[src/rtl/mm_arith_pkg.sv]
// Shared arithmetic package: FSM state encoding and elaboration helpers
// for the chunked wide arithmetic datapath.
package mm_arith_pkg;

  typedef enum logic [1:0] {S_IDLE, S_RUN, S_DONE} sub_state_t;

  function automatic int ceil_div(input int n, input int d);
    return (n + d - 1) / d;
  endfunction

endpackage

[src/rtl/chunk_sub_borrow.sv]
// One CHUNK-bit slice of the wide subtractor: {bout, diff} = a - b - bin.
module chunk_sub_borrow #(
  parameter int CHUNK = 32
) (
  input  logic [CHUNK-1:0] a_i,
  input  logic [CHUNK-1:0] b_i,
  input  logic             bin_i,
  output logic [CHUNK-1:0] diff_o,
  output logic             bout_o
);

  logic [CHUNK:0] full;

  // The extra top bit of the widened difference is exactly the borrow out.
  assign full   = {1'b0, a_i} - {1'b0, b_i} - {{CHUNK{1'b0}}, bin_i};
  assign diff_o = full[CHUNK-1:0];
  assign bout_o = full[CHUNK];

endmodule

[src/rtl/chunked_wide_sub.sv]
// Multi-cycle wide subtractor d = a - b, one CHUNK-bit slice per clock with a
// registered borrow between slices; valid/ready handshake on both sides.
module chunked_wide_sub
  import mm_arith_pkg::*;
#(
  parameter int WIDTH = 89,
  parameter int CHUNK = 32
) (
  input  logic             clk,
  input  logic             rst,
  input  logic             in_valid,
  output logic             in_ready,
  input  logic [WIDTH-1:0] a,
  input  logic [WIDTH-1:0] b,
  output logic             out_valid,
  input  logic             out_ready,
  output logic [WIDTH:0]   d
);

  localparam int NCHUNK = ceil_div(WIDTH, CHUNK);
  localparam int PAD_W  = NCHUNK * CHUNK;
  localparam int IDX_W  = (NCHUNK > 1) ? $clog2(NCHUNK) : 1;
  localparam logic [IDX_W-1:0] LAST_IDX = IDX_W'(NCHUNK - 1);

  if (CHUNK < 1 || CHUNK > WIDTH) begin : g_bad_chunk
    $error("chunked_wide_sub: CHUNK must lie in [1, WIDTH]");
  end

  sub_state_t       state_q, state_d;
  logic [PAD_W-1:0] a_q, a_d;
  logic [PAD_W-1:0] b_q, b_d;
  logic [PAD_W-1:0] res_q, res_d;
  logic [IDX_W-1:0] idx_q, idx_d;
  logic             borrow_q, borrow_d;
  logic             sign_q, sign_d;

  int               base;
  logic [CHUNK-1:0] a_sl, b_sl, diff;
  logic             bout;

  // Operands are zero-extended to a whole number of slices, so the top slice
  // needs no special casing in the datapath.
  assign base = int'(idx_q) * CHUNK;
  assign a_sl = a_q[base +: CHUNK];
  assign b_sl = b_q[base +: CHUNK];

  chunk_sub_borrow #(.CHUNK(CHUNK)) u_slice (
    .a_i    (a_sl),
    .b_i    (b_sl),
    .bin_i  (borrow_q),
    .diff_o (diff),
    .bout_o (bout)
  );

  always_comb begin
    // NOTE: every next-state signal gets a default before the case so no path
    // leaves it unassigned, which would otherwise infer a latch.
    state_d  = state_q;
    a_d      = a_q;
    b_d      = b_q;
    res_d    = res_q;
    idx_d    = idx_q;
    borrow_d = borrow_q;
    sign_d   = sign_q;
    unique case (state_q)
      S_IDLE: begin
        if (in_valid) begin
          a_d      = PAD_W'(a);
          b_d      = PAD_W'(b);
          idx_d    = '0;
          borrow_d = 1'b0;
          state_d  = S_RUN;
        end
      end
      S_RUN: begin
        res_d[base +: CHUNK] = diff;
        borrow_d             = bout;
        idx_d                = idx_q + 1'b1;
        if (idx_q == LAST_IDX) begin
          sign_d  = bout;
          idx_d   = '0;
          state_d = S_DONE;
        end
      end
      S_DONE: begin
        if (out_ready) state_d = S_IDLE;
      end
      default: state_d = S_IDLE;
    endcase
  end

  // NOTE: state registers use non-blocking assignments so every flop samples
  // the pre-edge values computed above, independent of statement order.
  always_ff @(posedge clk or posedge rst) begin
    if (rst) begin
      state_q  <= S_IDLE;
      a_q      <= '0;
      b_q      <= '0;
      res_q    <= '0;
      idx_q    <= '0;
      borrow_q <= 1'b0;
      sign_q   <= 1'b0;
    end else begin
      state_q  <= state_d;
      a_q      <= a_d;
      b_q      <= b_d;
      res_q    <= res_d;
      idx_q    <= idx_d;
      borrow_q <= borrow_d;
      sign_q   <= sign_d;
    end
  end

  assign in_ready  = (state_q == S_IDLE);
  assign out_valid = (state_q == S_DONE);
  assign d         = {sign_q, res_q[WIDTH-1:0]};

  // Padding bits above WIDTH in the top slice never reach the output.
  if (PAD_W > WIDTH) begin : g_pad_sink
    logic unused_pad;
    assign unused_pad = ^res_q[PAD_W-1:WIDTH];
  end

endmodule

[config.mk]
export PLATFORM = sky130hd
export DESIGN_NAME = chunked_wide_sub
export DESIGN_NICKNAME = d
export VERILOG_FILES = /design/src/rtl/mm_arith_pkg.sv /design/src/rtl/chunk_sub_borrow.sv /design/src/rtl/chunked_wide_sub.sv
export SDC_FILE = /design/constraint.sdc
export NUM_CORES = 1
export LEC_CHECK = 0
export ABC_AREA = 1
export CORE_MARGIN = 2
export CORE_UTILIZATION = 50
export CTS_CLUSTER_SIZE = 10
export DETAILED_ROUTE_END_ITERATION = 6
export GPL_TIMING_DRIVEN = 1
export PLACE_DENSITY = 0.73
export SETUP_SLACK_MARGIN = 0.02
export SLEW_MARGIN = 20
export SYNTH_ARGS = -nofsm -noshare
export SYNTH_HDL_FRONTEND = slang
export SYNTH_SLANG_ARGS = --single-unit
[constraint.sdc]
create_clock -name clk -period 11.7 [get_ports clk]
set_clock_uncertainty 0.2 [all_clocks]
set_input_delay 2.925 -clock clk [delete_from_list [all_inputs] [get_ports clk]]
set_output_delay 2.925 -clock clk [all_outputs]
set_load 0.02 [all_outputs]
* Yosys cells after proc, flatten, opt, wreduce, memory -nomap -nowiden
Cells that the tools add are included.
W data, S select, Z words.
** Word-level totals
- Flip-flop bits (word level) :: 280
- Output and inout bits :: 92
- Logic and storage cells :: 37
- Bits of input ports :: 182
** Operators by class
- Reduce and logical (&&, ||, !) cells :: 6
- $add $sub $neg :: 4
- Equal/unequal tests :: 6
- Shift operators :: 4
- Mux-type cells :: 10
** Operators by type and width (number)
- $shiftx A96 B8 Y32 :: 2
- $bwmux W96 :: 1
- $shift A32 B33 Y96 const A :: 1
- $shiftx A32 B33 Y96 :: 1
- $neg A7 Y33 :: 1
- $sub A32 B32 Y33 :: 1
- $sub A33 B1 Y33 :: 1
- $mux W2 :: 5
- $pmux W2 S3 :: 1
- $reduce_and A2 Y1 :: 3
- $eq A2 B2 Y1 const B :: 2
- $ne A2 B2 Y1 const B :: 2
- $pmux W2 S2 :: 1
- $reduce_and A3 Y1 :: 1
- $add A2 B1 Y2 const B :: 1
- $eq A2 B1 Y1 const B :: 1
- $logic_not A2 Y1 :: 1
- $ne A2 B1 Y1 const B :: 1
- $pmux W1 S2 :: 1
- $reduce_bool A2 Y1 :: 1
- $mux W1 :: 1

* Longest topological paths before layout
Gate-level depths: netlist of run 1.
- Word-level depth :: 5
- Gate-level depth with buffers :: 22
- Gate-level depth less buffers :: 20

* Hierarchy
Synthesis of run 1 repeated with hierarchy kept, for this count alone.
** Second synthesis, totals
- Cells, all modules :: 2273
- Area, all modules :: 16087.9 um^2
** By module, submodules not included
- chunked_wide_sub :: cells each 1629, sequential area each 6831.6 um^2, area each 12814.8 um^2, times used 1
- chunk_sub_borrow :: cells each 644, sequential area each 0.0 um^2, area each 3273.1 um^2, times used 1

* Worst setup path after synthesis of run 1
OpenSTA, ideal clock, no wires.
- Kind :: input to register
- Start point :: input port in_valid
- End point :: register a_q[0]
- Data required time :: 11.384 ns
- Arrival :: 3.647 ns
- Buffers on the path :: 3
- Library setup time :: 0.116 ns
- Path slack :: 7.737 ns
- Stages :: 7
- Cells stage by stage :: nand2_1 > inv_1 > buf_2 > buf_4 > buf_2 > nand2_1 > nand2_1
** On the way
- Word-level cells in the longest chain between the ends :: 1
** Ends and longest elaborated chain
- start, declared :: line chunked_wide_sub.sv:11 : input logic in_valid,
- $reduce_and A2 Y1 (no source line)
- end signal, assigned :: line chunked_wide_sub.sv:97 : a_q <= '0;
- end signal, assigned :: line chunked_wide_sub.sv:105 : a_q <= a_d;
- end, declared :: line chunked_wide_sub.sv:30 : logic [PAD_W-1:0] a_q, a_d;
Every way passes these cells.
A chain may end at the register's enable or synchronous reset.

* Worst setup path after layout of run 1
- Start point :: register idx_q[0]
- End point :: register res_q[56]
** On the way
- Word-level cells in the longest chain between the ends :: 5
- Elaborated cells on any way between the ends :: 8
- Those cells by class :: add/sub (3); shift (4); mux (1)
** Ends and longest elaborated chain
- start, declared :: line chunked_wide_sub.sv:33 : logic [IDX_W-1:0] idx_q, idx_d;
- start signal, assigned :: line chunked_wide_sub.sv:108 : idx_q <= idx_d;
- $shiftx A96 B8 Y32 (on tied branches) :: line chunked_wide_sub.sv:44, chunked_wide_sub.sv:45
- $sub A32 B32 Y33 :: line chunk_sub_borrow.sv:15 : assign full = {1'b0, a_i} - {1'b0, b_i} - {{CHUNK{1'b0}}, bin_i};
- $sub A33 B1 Y33 :: line chunk_sub_borrow.sv:15
- $shiftx A32 B33 Y96 :: line chunked_wide_sub.sv:76 : res_d[base +: CHUNK] = diff;
- $bwmux W96 * :: line chunked_wide_sub.sv:76
- end signal, assigned :: line chunked_wide_sub.sv:107 : res_q <= res_d;
- end, declared :: line chunked_wide_sub.sv:32 : logic [PAD_W-1:0] res_q, res_d;
Mark *: on every way between the ends. The rest lies on a longest branch, timed or not.

==> results_dict.tcl, run 1 <==
set metrics [dict create \
    die_x_um 172 \
    crit_fanout 49 \
    cp-end-kind "register" \
    crit_chain "buf_4 > inv_2 > nand2_1 > clkinv_1 > a2bb2oi_1 > ha_1 > inv_1 > ha_1 > a21oi_1 > o21ai_0 > a21oi_1 > inv_1 > nand2_1 > nand4_1 > nand3_1 > nand2_1" \
    yosys_warnings 0 \
    crit_arrival_ns 6.01 \
    cap_violations 0 \
    antenna_found_initial 1 \
    numCtsBuffers 31 \
    yosysTopAreaCell "dfrtp_1" \
    fin_crit_sh 0.492 \
    wl_per_cell_um 16.9 \
    yosysMostFrequentCell "nand2_1" \
    synthArstFlopShare 1.00 \
    drt_iter0_drc 1089 \
    grt_max_degree 133 \
    drc 0 \
    syn_to_final_growth_pct 26.9 \
    cts_tree "yes" \
    dp.final_hpwl_um 30500 \
    clock_latency_ns 0.57 \
    die_y_um 172 \
    initial_core_util 0.509 \
    cts_hold_buf 0 \
    ctsRootBufferMaster "clkbuf_16" \
    hold_class "reg -> reg" \
    antenna_left 0 \
    cpMostUsedCell "nand2_1" \
    drive_gt1_frac 0.0362 \
    cts_buffer_depth 3 \
    path_class "reg -> reg" \
    finalSetupTns_ns 0 \
    clock_sink_count 273 \
    die_area_sq_mm 0.0296 \
    first_global_vias 12443 \
    num-fill-cells 2504 \
    worst_pin_slew_ns 1.09 \
    vias 12968 \
    h-tree-depth 1 \
    register_area_sq_mm 0.00683 \
    finalSetupViolCount 0 \
    ys_seq_elements 273 \
    cpMaxStageDelayCell "clkinv_1" \
    multi_input_area_sq_mm 0.00629 \
    nNetsFinal 2317 \
    ys_types 43 \
    synth.net_count 2082 \
    wirelength_um 41300 \
    core_sq_mm 0.0278 \
    yosysSeqAreaShare 0.484 \
    cp.required_ns 11.96 \
    cpPeakStageDelay_ns 0.94 \
    hold_viol 0 \
    grt_pass1_wl_um 65600 \
    synth-edff-count 0 \
    core.rowCount 61 \
    finalMaxSlewViolations 0 \
    synthCells 1833 \
    synthTopCellsByArea "dfrtp_1 (48%), nand2_1 (19%), o21ai_0 (6.1%), ha_1 (5.8%), inv_1 (4.5%)" \
    grt-ovfl-total 0 \
    syn_avg_cell_area_sq_um 7.71 \
    worst-path-buf-inv 5 \
    whs_ns 0.275 \
    max_slew_margin 0.276 \
    yosys.area.top_type_share 0.484 \
    io_pins 274 \
    status "finished, final reports clean" \
    crit_family "buffers and inverters" \
    ctsResizeCount 0 \
    layout_min_cycle_time_ns 5.75 \
    grt_use_total 0.283 \
    synthTopCellsByCount "nand2_1 (721), dfrtp_1 (273), o21ai_0 (171), inv_1 (170), nor2_1 (107)" \
    firstDrtPassIters 6 \
    antenna_cells 0 \
    fin_area_sq_mm 0.0179 \
    place.gp.congestion 0.932 \
    synthFlopType "dfrtp_1" \
    fmax_mhz 174 \
    clkSlewWorstSetupHoldPaths_ns 0.06 \
    worstSetupStartpointType "register" \
    post_drt_via_cell_ratio 5.29 \
    post_cts_buffers 0 \
    port-buffer-count 273 \
    rsz0062_at_grt "no" \
    syn_area_sq_mm 0.0141 \
    placed_area_sq_mm 0.0171 \
]
[path summary, 6_finish.rpt]
| path | to | slack [ns] | cells after the start | startpoint |
|---|---|---|---|---|
| max | res_q[56] | 5.95 | 16 | idx_q[0] |
| min | b_q[34] | 0.27 | 2 | b_q[34] |
| max reg2reg | res_q[56] | 5.95 | 16 | idx_q[0] |
| min reg2reg | b_q[34] | 0.27 | 2 | b_q[34] |
| max in group asynchronous | b_q[66] | 7.10 | 3 | rst |
| min in group asynchronous | res_q[67] | 2.74 | 2 | rst |
[logic make-up (layout without fill, tap and decap cells)]
logic type	after synthesis	in the layout	synth area share
buf+inv	259	498	0.0722
flops	273	273	0.484
fa+ha+maj	67	67	0.0604
xor+xnor	12	12	0.00797
simple gates	941	941	0.267
compound gates	281	281	0.109
[cell type report]
| class | instances | share of cell area |
|---|---|---|
| clock buffer | 36 | 0.0454 |
| tap | 378 | 0.0264 |
| clock inverter | 1 | 0.00112 |
| inverter | 178 | 0.0380 |
| multi-input combinational | 1301 | 0.351 |
| sequential | 273 | 0.381 |
| timing repair buffer | 283 | 0.157 |
[sequential cells by signal, summed over array words and instances, names as in the netlist]
signal and count:
a_q 89, b_q 89, borrow_q 1, idx_q 2
res_q 89, sign_q 1, state_q 2
[metal layers]
metal / part of all wire / wire length [um] / GRT usage / up-vias
met1: 0.47 / 19300 / 0.423 / 6157
met4: 0.023 / 962 / 0.0709 / 2
li1: - / - / - / 6241
met2: 0.44 / 18000 / 0.429 / 497
met3: 0.074 / 3040 / 0.0469 / 71
met5: 0.00027 / 11 / 0 / -
[worst register-to-register path, stage by stage, from the launching register on]
cell	delay [ns]
dfrtp_1	0.32
buf_4	0.45
inv_2	0.44
nand2_1	0.71
clkinv_1	0.94
a2bb2oi_1	0.72
ha_1	0.34
inv_1	0.06
ha_1	0.26
a21oi_1	0.20
o21ai_0	0.16
a21oi_1	0.25
inv_1	0.06
nand2_1	0.09
nand4_1	0.21
nand3_1	0.17
nand2_1	0.05
[layout by cell type, fill, tap and decap left out, drive strengths merged, types with 2 or more instances in the layout]
cell type	n
nand2	730
dfrtp	273
clkdlybuf4s50	273
o21ai	187
inv	177
nor2	108
nand3	75
ha	65
a21oi	57
clkbuf	36
a2bb2oi	23
buf	10
nor3	7
xor2	7
o21bai	6
nor4	6
xnor2	5
nand4	5
nand3b	5
or2	4
clkinv	2
o21a	2
o31ai	2
fa	2
[per-stage QoR]
step,setup slack (ns),std cells,util
2_1_floorplan,1.05,1833,-
3_3_place_gp,5.94,2413,0.615
3_5_place_dp,5.88,2413,0.615
4_1_cts,6.12,2450,0.645
5_1_grt,5.57,2450,0.645
6_report,5.95,2450,0.645
Power of run 1 is left out: the tool's default activity adds up to more than one toggle a clock period on the data nets, which glitch-free logic cannot reach.
==> inputs of run 2 (changes only) <==
clock period = 5.3 ns   (was 11.7 ns; I/O delays follow)
==> run 2 against run 1 <==
Against the previous run:
- non-clock buffer count grew 3
- first-iteration DRC count grew 6.9%
- die area is the same
- critical path type unchanged
- hold slack lost 0.0016 ns
- critical path depth is the same
- final cell count grew 0.24%
- flip-flop and latch count is the same
==> results_dict.tcl, run 2 (same netlist as run 1, synthesis figures left out) <==
set metrics [dict create \
    initial_core_util 0.509 \
    worstSetupStartpointType "register" \
    hold_viol 0 \
    firstDrtPassIters 6 \
    wl_per_cell_um 17.5 \
    drt_iter0_drc 1164 \
    clock_sink_count 273 \
    die_x_um 172 \
    cpMostUsedCell "nand2_1" \
    grt_pass1_wl_um 67400 \
    crit_fanout 26 \
    top_regs "a_q: 89 flops, b_q: 89 flops, res_q: 89 flops" \
    final-instance-count-excl-fill 2456 \
    place.gp.congestion 0.882 \
    dp.cells 2416 \
    finalSetupTns_ns 0 \
    finalSetupViolCount 0 \
    io_pins 274 \
    die_y_um 172 \
    mostFrequentLayoutCells "nand2_1 (720), dfrtp_1 (273), clkdlybuf4s50_1 (273)" \
    h-tree-depth 1 \
    finalMaxSlewViolations 0 \
    fin_area_sq_mm 0.0180 \
    cp.required_ns 5.54 \
    cpPeakStageDelay_ns 0.71 \
    wirelength_um 43100 \
    cpMaxStageDelayCell "clkinv_1" \
    numCtsBuffers 31 \
    rsz0062_at_grt "no" \
    grt_max_degree 115 \
    status "finished, final reports clean" \
    cts_buffer_depth 3 \
    syn_to_final_growth_pct 27.2 \
    die_area_sq_mm 0.0296 \
    antenna_found_initial 3 \
    dp.final_hpwl_um 31900 \
    vias 12864 \
    port-buffer-count 273 \
    core_sq_mm 0.0278 \
    grt-ovfl-total 0 \
    cts_tree "yes" \
    ctsResizeCount 0 \
    core.rowCount 61 \
    cap_violations 0 \
    drc 0 \
    clkSlewWorstSetupHoldPaths_ns 0.06 \
    hold_class "reg -> reg" \
    grt_use_total 0.295 \
    layout_commonest_cell "nand2_1" \
    placed_area_sq_mm 0.0171 \
    post_cts_buffers 0 \
    crit_chain "inv_2 > nand2_1 > buf_4 > clkinv_1 > a2bb2oi_1 > ha_1 > inv_1 > ha_1 > a21oi_1 > o21ai_0 > a21oi_1 > o21ai_2 > nand2_1 > nand3b_1 > nand3_1 > nand2_1" \
    crit_arrival_ns 4.60 \
    cts_hold_buf 0 \
    max_slew_margin 0.280 \
    fin_crit_sh 0.822 \
    layout_min_cycle_time_ns 4.36 \
    first_global_vias 12470 \
    whs_ns 0.273 \
    path_class "reg -> reg" \
    cp-end-kind "register" \
    post_drt_via_cell_ratio 5.24 \
    drive_gt1_frac 0.0371 \
    num-fill-cells 2457 \
    fmax_mhz 230 \
    antenna_left 0 \
    ctsRootBufferMaster "clkbuf_16" \
    clock_latency_ns 0.57 \
    nNetsFinal 2320 \
    worst_pin_slew_ns 1.08 \
]
==> run 2: critical path, delay by kind of cell, from the launching register on <==
family | cells | cell delay [ns]
compound gates | 5 | 1.45
buf+inv | 4 | 1.08
fa+ha+maj | 2 | 0.61
simple gates | 5 | 0.53
flops | 1 | 0.35
==> run 2: final timing paths <==
path	cells after the start	end	slack (ns)	start
max	16	res_q[18]	0.94	idx_q[0]
min	2	b_q[34]	0.27	b_q[34]
max reg2reg	16	res_q[18]	0.94	idx_q[0]
min reg2reg	2	b_q[34]	0.27	b_q[34]
max in group asynchronous	3	a_q[82]	2.96	rst
min in group asynchronous	2	b_q[5]	0.95	rst
==> run 2: layer usage <==
metal	vias to the layer above	track usage	routed length, um
met5	-	0	0
met3	62	0.0488	2900
met1	6082	0.431	20200
met2	459	0.463	19200
li1	6261	-	-
met4	0	0.0647	777
==> run 2: stage by stage <==
stage / utilization / setup WS [ns]
2_1_floorplan: - / 0.166
3_3_place_gp: 0.617 / 1.08
3_5_place_dp: 0.617 / 1.08
4_1_cts: 0.646 / 1.05
5_1_grt: 0.647 / 0.569
6_report: 0.647 / 0.945
==> run 2: layout make-up <==
type                       count  area, sq um  area share
clock buffer                  35          791      0.0440
clock inverter                 2         25.0     0.00139
multi-input combinational   1301         6290       0.350
antenna                        3         7.51    0.000418
timing repair buffer         286         2870       0.160
inverter                     178          677      0.0377
tap                          378          473      0.0263
sequential                   273         6830       0.380
Power of run 2 is left out for the same reason.
==> inputs of run 3 (changes only) <==
clock period = 4.5 ns   (was 5.3 ns; I/O delays follow)
==> run 3 against run 2 <==
Against the previous run:
- hold slack gained 0.00076 ns
- sequential share of layout area shrank 0.11 points
- die area is the same
- wire length shrank 2.1%
- clock-buffer cell count shrank 1
- critical path depth grew 3
- register-to-register slack lost 0.45 ns
- flip-flop and latch count is the same
- worst setup slack lost 0.45 ns
- utilization grew 0.18 points
- via count grew 0.50%
- non-clock buffer count grew 7
- largest cell class unchanged
==> results_dict.tcl, run 3 (same netlist as run 1, synthesis figures left out) <==
set metrics [dict create \
    post_drt_via_cell_ratio 5.26 \
    fin_crit_sh 0.890 \
    worst_pin_slew_ns 0.911 \
    finalMaxSlewViolations 0 \
    path_class "reg -> reg" \
    crit_arrival_ns 4.24 \
    cp.required_ns 4.74 \
    drt-met1-wl_um 19600 \
    dp.final_hpwl_um 31400 \
    wl_met2_um 19000 \
    crit_fanout 21 \
    ctsRootBufferMaster "clkbuf_16" \
    ctsResizeCount 0 \
    die_area_sq_mm 0.0296 \
    antenna_found_initial 0 \
    initial_core_util 0.509 \
    clock_sink_count 273 \
    fin_area_sq_mm 0.0180 \
    worstSetupStartpointType "register" \
    max_slew_margin 0.388 \
    layout_commonest_cell "nand2_1" \
    port-buffer-count 273 \
    first_global_vias 12407 \
    drive_gt1_frac 0.0408 \
    mostFrequentLayoutCells "nand2_1 (720), dfrtp_1 (273), clkdlybuf4s50_1 (273)" \
    num-fill-cells 2491 \
    top_regs "a_q: 89 flops, b_q: 89 flops, res_q: 89 flops" \
    clock_latency_ns 0.57 \
    layout_min_cycle_time_ns 4.00 \
    die_x_um 172 \
    firstDrtPassIters 6 \
    wirelength_um 42200 \
    syn_to_final_growth_pct 27.5 \
    grt-ovfl-total 0 \
    cap_violations 0 \
    fmax_mhz 250 \
    drt_iter0_drc 1183 \
    antenna_cells 0 \
    vias 12928 \
    wl_per_cell_um 17.1 \
    fin_util 0.649 \
    die_y_um 172 \
    placed_area_sq_mm 0.0172 \
    io_pins 274 \
    status "finished, final reports clean" \
    core_sq_mm 0.0278 \
    fin_ws_ns 0.496 \
    cts_hold_buf 0 \
    wl_met3_um 2700 \
    drc 0 \
    dr.max_layer_used "met4" \
    cts_buffer_depth 3 \
    place.gp.congestion 0.973 \
    numCtsBuffers 31 \
    cts_tree "yes" \
    register_area_sq_mm 0.00683 \
    nNetsFinal 2327 \
    cp-end-kind "register" \
    grt_max_degree 114 \
    core.rowCount 61 \
    h-tree-depth 1 \
    multi_input_area_sq_mm 0.00629 \
    antenna_left 0 \
    finalSetupViolCount 0 \
    clkSlewWorstSetupHoldPaths_ns 0.06 \
    post_cts_buffers 0 \
    finalSetupTns_ns 0 \
    grt_use_total 0.291 \
    grt_pass1_wl_um 66800 \
    rsz0062_at_grt "no" \
    hold_viol 0 \
    hold_class "reg -> reg" \
    place_ws_ns 0.571 \
]
==> run 3: final timing paths <==
check	startpoint	end	slack (ns)	cells past startpoint
worst max-delay path	idx_q[1]	res_q[20]	0.50	19
min in group asynchronous	rst	b_q[6]	0.75	2
worst min register to register	a_q[58]	a_q[58]	0.27	2
worst max register to register	idx_q[1]	res_q[20]	0.50	19
max in group asynchronous	rst	a_q[28]	2.38	3
worst min-delay path	a_q[58]	a_q[58]	0.27	2
==> run 3: final cells by class <==
type,count,area share
clock inverter,2,0.00139
tap,378,0.0262
clock buffer,34,0.0442
timing repair buffer,293,0.162
sequential,273,0.379
multi-input combinational,1301,0.349
inverter,178,0.0376
==> run 3: routing by layer <==
| metal | vias to the layer above | global-route usage |
|---|---|---|
| met5 | - | 0 |
| met4 | 0 | 0.0676 |
| met3 | 61 | 0.0300 |
| met2 | 488 | 0.459 |
| met1 | 6108 | 0.435 |
| li1 | 6271 | - |
==> run 3: critical path, stage by stage, from the launching register on <==
cell and delay [ns]:
dfrtp_1 0.39, buf_4 0.19, inv_2 0.27, buf_4 0.31, o21ai_0 0.14, o21ai_0 0.35, fa_1 0.29, inv_1 0.08
fa_1 0.43, nand2_1 0.10, a21oi_2 0.08, or2_1 0.23, nand2_2 0.13, nand2_1 0.08, nand2_2 0.10, nand2_1 0.09
nand2_1 0.07, nand2_1 0.15, nand3_1 0.13, nand2_1 0.05
==> run 3: stage by stage <==
step           hold slack, ns  cells
5_1_grt                 0.292   2459
3_3_place_gp            0.257   2423
6_report                0.274   2459
3_5_place_dp            0.260   2423
4_1_cts                 0.276   2459
2_1_floorplan           0.244   1833
Power of run 3 is left out for the same reason.
